==> config.mk <==
export PLATFORM = sky130hd
export DESIGN_NAME = alu_share_arb
export DESIGN_NICKNAME = d
export VERILOG_FILES = /design/src/rtl/alu_pkg.sv /design/src/rtl/alu_rsp_slot.sv /design/src/rtl/alu_share_arb.sv
export SDC_FILE = /design/constraint.sdc
export NUM_CORES = 1
export LEC_CHECK = 0
export BUFFER_PORTS_ARGS = -buffer_cell sky130_fd_sc_hd__buf_2
export CAP_MARGIN = 20
export CORE_AREA = 2 2 129 131
export CTS_CLUSTER_DIAMETER = 30
export DETAILED_ROUTE_END_ITERATION = 10
export DIE_AREA = 0 0 131 133
export SETUP_SLACK_MARGIN = 0.2
export SLEW_MARGIN = 20
export SYNTH_ARGS = -nofsm -noshare
export SYNTH_HDL_FRONTEND = slang
export SYNTH_HIERARCHICAL = 1
export SYNTH_SLANG_ARGS = --single-unit
export TNS_END_PERCENT = 30
==> constraint.sdc <==
create_clock -name clk -period 5.3 [get_ports clk]
set_input_delay 0.795 -clock clk [delete_from_list [all_inputs] [get_ports clk]]
set_output_delay 0.795 -clock clk [all_outputs]
set_load 0.02 [all_outputs]
==> src/rtl/alu_pkg.sv <==
// rtl/alu_pkg.sv - ALU opcodes, widths and grant-side type for the shared ALU arbiter
package alu_pkg;

    localparam int ALU_CTRL_W = 3;
    localparam int ALU_DATA_W = 32;

    localparam logic [ALU_CTRL_W-1:0] ALU_ADD = 3'b000;
    localparam logic [ALU_CTRL_W-1:0] ALU_SHL = 3'b001;
    localparam logic [ALU_CTRL_W-1:0] ALU_SUB = 3'b010;
    localparam logic [ALU_CTRL_W-1:0] ALU_XOR = 3'b100;
    localparam logic [ALU_CTRL_W-1:0] ALU_SHR = 3'b101;
    localparam logic [ALU_CTRL_W-1:0] ALU_OR  = 3'b110;
    localparam logic [ALU_CTRL_W-1:0] ALU_AND = 3'b111;

    // Idle drive value: ADD with zero operands keeps the ALU inputs quiet.
    localparam logic [ALU_CTRL_W-1:0] ALU_NOP = ALU_ADD;

    typedef enum logic {
        GRANT_REQ0 = 1'b0,
        GRANT_REQ1 = 1'b1
    } grant_sel_e;

endpackage

==> src/rtl/alu_rsp_slot.sv <==
// rtl/alu_rsp_slot.sv - one captured ALU response held under a valid/ready handshake
module alu_rsp_slot
    import alu_pkg::*;
#(
    parameter int DATA_W = ALU_DATA_W
) (
    input  logic              clk,
    input  logic              rst,
    input  logic              load,
    input  logic              ready,
    input  logic [DATA_W-1:0] d_result,
    input  logic              d_zero,
    input  logic              d_sign,
    output logic              valid,
    output logic [DATA_W-1:0] result,
    output logic              zero,
    output logic              sign
);

    // A load wins over a drain so a slot emptied this cycle can be refilled at once.
    always_ff @(posedge clk or posedge rst) begin
        if (rst) begin
            valid  <= 1'b0;
            result <= '0;
            zero   <= 1'b0;
            sign   <= 1'b0;
        end else if (load) begin
            valid  <= 1'b1;
            result <= d_result;
            zero   <= d_zero;
            sign   <= d_sign;
        end else if (ready) begin
            valid  <= 1'b0;
        end
    end

endmodule

==> src/rtl/alu_share_arb.sv <==
// rtl/alu_share_arb.sv - round-robin sharing of one combinational ALU between two requesters
module alu_share_arb
    import alu_pkg::*;
#(
    parameter int DATA_W = ALU_DATA_W,
    parameter int CTRL_W = ALU_CTRL_W,
    parameter int CNT_W  = 16
) (
    input  logic              clk,
    input  logic              rst,
    input  logic              req0_valid,
    output logic              req0_ready,
    input  logic [DATA_W-1:0] req0_srcA,
    input  logic [DATA_W-1:0] req0_srcB,
    input  logic [CTRL_W-1:0] req0_ctrl,
    input  logic              req1_valid,
    output logic              req1_ready,
    input  logic [DATA_W-1:0] req1_srcA,
    input  logic [DATA_W-1:0] req1_srcB,
    input  logic [CTRL_W-1:0] req1_ctrl,
    output logic              rsp0_valid,
    input  logic              rsp0_ready,
    output logic [DATA_W-1:0] rsp0_result,
    output logic              rsp0_zero,
    output logic              rsp0_sign,
    output logic              rsp1_valid,
    input  logic              rsp1_ready,
    output logic [DATA_W-1:0] rsp1_result,
    output logic              rsp1_zero,
    output logic              rsp1_sign,
    output logic [DATA_W-1:0] alu_srcA,
    output logic [DATA_W-1:0] alu_srcB,
    output logic [CTRL_W-1:0] alu_ctrl,
    input  logic [DATA_W-1:0] alu_result,
    input  logic              alu_zero,
    input  logic              alu_sign,
    output logic [CNT_W-1:0]  contention_cnt
);

    logic       elig0, elig1;
    logic       grant0, grant1;
    grant_sel_e last_grant;

    // Nothing is accepted while reset is held, so no request is lost to a discarded slot.
    assign elig0 = ~rst & req0_valid & (~rsp0_valid | rsp0_ready);
    assign elig1 = ~rst & req1_valid & (~rsp1_valid | rsp1_ready);

    always_comb begin
        grant0 = 1'b0;
        grant1 = 1'b0;
        if (elig0 && elig1) begin
            grant0 = (last_grant == GRANT_REQ1);
            grant1 = (last_grant == GRANT_REQ0);
        end else begin
            grant0 = elig0;
            grant1 = elig1;
        end
    end

    assign req0_ready = grant0;
    assign req1_ready = grant1;

    always_comb begin
        alu_srcA = '0;
        alu_srcB = '0;
        alu_ctrl = CTRL_W'(ALU_NOP);
        if (grant0) begin
            alu_srcA = req0_srcA;
            alu_srcB = req0_srcB;
            alu_ctrl = req0_ctrl;
        end else if (grant1) begin
            alu_srcA = req1_srcA;
            alu_srcB = req1_srcB;
            alu_ctrl = req1_ctrl;
        end
    end

    // Reset value favours req0 on the first tie.
    always_ff @(posedge clk or posedge rst) begin
        if (rst) begin
            last_grant <= GRANT_REQ1;
        end else if (grant0) begin
            last_grant <= GRANT_REQ0;
        end else if (grant1) begin
            last_grant <= GRANT_REQ1;
        end
    end

    always_ff @(posedge clk or posedge rst) begin
        if (rst) begin
            contention_cnt <= '0;
        end else if (elig0 && elig1 && (contention_cnt != {CNT_W{1'b1}})) begin
            contention_cnt <= contention_cnt + 1'b1;
        end
    end

    alu_rsp_slot #(.DATA_W(DATA_W)) u_slot0 (
        .clk      (clk),
        .rst      (rst),
        .load     (grant0),
        .ready    (rsp0_ready),
        .d_result (alu_result),
        .d_zero   (alu_zero),
        .d_sign   (alu_sign),
        .valid    (rsp0_valid),
        .result   (rsp0_result),
        .zero     (rsp0_zero),
        .sign     (rsp0_sign)
    );

    alu_rsp_slot #(.DATA_W(DATA_W)) u_slot1 (
        .clk      (clk),
        .rst      (rst),
        .load     (grant1),
        .ready    (rsp1_ready),
        .d_result (alu_result),
        .d_zero   (alu_zero),
        .d_sign   (alu_sign),
        .valid    (rsp1_valid),
        .result   (rsp1_result),
        .zero     (rsp1_zero),
        .sign     (rsp1_sign)
    );

endmodule

==> qor.yml <==
run_status:
  outcome: "completed"
yosys:
  ys_warn_count: 6
  synth_area_leaders: "dfrtp_1 (47%), mux2_4 (20%), a22o_1 (13%)"
  synth_top_area_frac: 0.473
  synthTopCellsByCount: "dfrtp_1 (86), a22o_1 (67), mux2_4 (60)"
  yosysMostFrequentCell: "dfrtp_1"
  synth_ff_type: "dfrtp_1"
  synth.avg_cell_area_um2: 14.3
  postSynthRegisterBits: 87
  async_reset_ff_frac: 1.00
  syn-num-nets: 494
  synth_area_um2: 4550
  synthCells: 319
  yosys.area.top_type: "dfrtp_1"
  yosysSeqAreaShare: 0.479
  synth_edf_count: 0
  synth_cell_type_count: 46
route:
  detail_route.wl_per_cell_um: 23.0
  route.detailed.drc: 0
  first_pass_iters: 4
  ant_nets: 0
  drt_iter0_drc: 223
  dr_total_vias: 4210
  routed_wl_um: 20300
  via_per_inst: 4.78
setup_path:
  worstPathMaxFanout: 84
  rr_worst_depth: 6
  max_stage_delay_ns: 0.70
  crit_top_cell: "buf_2"
  crit_path_start_kind: "input port"
  crit_arrival_ns: 2.97
  cp_slowest_cell: "buf_4"
  reg2reg_to: "u_slot1/result[8]"
  cp.required_ns: 4.51
  rrSetupSlack_ns: 3.01
  crit_chain: "buf_2 -> inv_2 -> nand3_2 -> nor2_4 -> buf_4 -> a22o_1 -> buf_2"
  startpoint: "rst"
  worst-setup-path-type: "in -> out"
  critPathCapture: "alu_srcA[19]"
  crit_path_end_kind: "output pin"
  reg2reg_from: "u_slot0/valid"
global_route:
  first_global_vias: 4162
  antenna_found_initial: 25
  grt_max_degree: 85
  grt_pass1_wl_um: 27500
  grtUsageTotal: 0.222
  overflow: 0
cts:
  cts_made_buffers: 9
  post_cts_buffers: 0
  insertion_delay_ns: 0.34
  clk_path_buf_depth: 2
  clk_pin_slew_worst_paths_ns: 0.06
  cts-root-buf: "clkbuf_16"
  ctsHoldBuffers: 0
  tritoncts: "yes"
  htree_levels: 3
  clock-sinks: 87
  post_cts_resized: 0
floorplan:
  die_w_um: 131
  dieArea_um2: 17400
  rows: 47
  initial_core_util: 0.281
  die_h_um: 133
  fp.coreArea_um2: 16200
  ios: 329
timing:
  slew_viol_final: 0
  clock.fmax_mhz: 265
  holdWs_ns: 0.493
  worst_pin_slew_ns: 0.968
  finalHoldViolations: 0
  setup_tns_ns: 0
  finalClockSkew_ns: 0.0104
  fin_crit_sh: 0.711
  setup_violations: 0
  fin_crit_ns: 3.77
  grt_setup_unrepaired: "no"
  max_slew_margin: 0.355
finish:
  syn_to_final_growth_pct: 46.7
  nets: 817
  fin_area_um2: 6670
  layout-drive-gt1-share: 0.675
  stdcell_count: 881
flow_run:
  drv_cap: 0
place:
  numPlacedInstances: 851
  place_hpwl_um: 16700
  place_congestion: 0.964
  io_buffers: 328
  placed_area_um2: 6310
power_and_ir_drop:
  p_leak_uw: 0.00359
  power-per-cell-area_nw_per_um2: 358
  peakVddDrop_mv: 0.256
hold_path:
  hold_class: "in -> async"
## metal layers
layer / GRT usage / part of all wire / up-vias
li1: - / - / 1871
met1: 0.268 / 0.40 / 2046
met2: 0.340 / 0.44 / 232
met3: 0.144 / 0.14 / 43
met4: 0.0355 / 0.012 / 18
met5: 0 / 0.0056 / -
## layout make-up
class                           count  area, um^2
Clock buffer                       10         239
Tap cell                          220         275
Fill cell                        1575        9500
Clock inverter                      6        91.3
Sequential cell                    87        2180
Timing Repair Buffer              334        1690
Antenna cell                       14        35.0
Multi-Input combinational cell    202        2140
Inverter                            8        30.0
## report_power, final
group,leakage (uW),internal [uW],switching (uW)
Sequential,0.00105,799,91.0
Combinational,0.00238,363,449
Clock,0.000163,428,257
Total,0.00359,1590,797
## worst max-delay path, delay by kind of cell
kind	cells	cell delay (ns)
buf+inv	4	1.33
simple gates	2	0.48
compound gates	1	0.28
## layout by cell type, fill, tap and decap left out, types with 2 or more instances in the layout
cell type    n
buf_2      328
xnor2_1      8
nand4_1      3
nand2b_1     3
diode_2     14
nand3_1      3
bufinv_16    2
a22o_1      67
buf_4        6
nand2_1      8
mux2_4      60
dfrtp_1     86
clkbuf_16    9
clkinv_4     2
nor2_1       2
nand4_2      2
o21a_1       2
mux2_2      10
xor2_1       3
a21o_1       3
and3_1       3
nand3_2      4
inv_1        7
## metrics by stage
step | setup slack (ns) | util | power, uW
2_1_floorplan | 2.38 | - | 1410
3_3_place_gp | 1.64 | 0.390 | 1700
3_5_place_dp | 1.54 | 0.390 | 1710
4_1_cts | 1.52 | 0.410 | 2410
5_1_grt | 1.33 | 0.411 | 2500
6_report | 1.53 | 0.413 | 2390
## worst min-delay path by stage
stage,startpoint,end,slack (ns),depth (start not counted)
global route,rst,contention_cnt[3],0.51,2
detailed placement,u_slot1/result[20],u_slot1/result[20],0.49,1
floorplan,last_grant,last_grant,0.51,1
CTS,rst,contention_cnt[11],0.49,2
global placement,u_slot1/result[6],u_slot1/result[6],0.49,1
finish,rst,contention_cnt[11],0.49,2
## sequential cells by signal, indices dropped and copies added, names as in the netlist
register        count
last_grant          1
u_slot1/zero        1
u_slot1/result     32
u_slot0/valid       1
u_slot0/zero        1
u_slot0/result     32
contention_cnt     16
u_slot1/valid       1
u_slot1/sign        1
u_slot0/sign        1
## logic make-up after synthesis
kind of cell,count (synthesis),synth area share
flops,87,0.479
fa+ha+maj,1,0.00275
simple gates,42,0.0721
mux,71,0.225
buf+inv,30,0.0539
compound gates,77,0.146
xor+xnor,11,0.0212
Power figures use the tool's default switching activity.
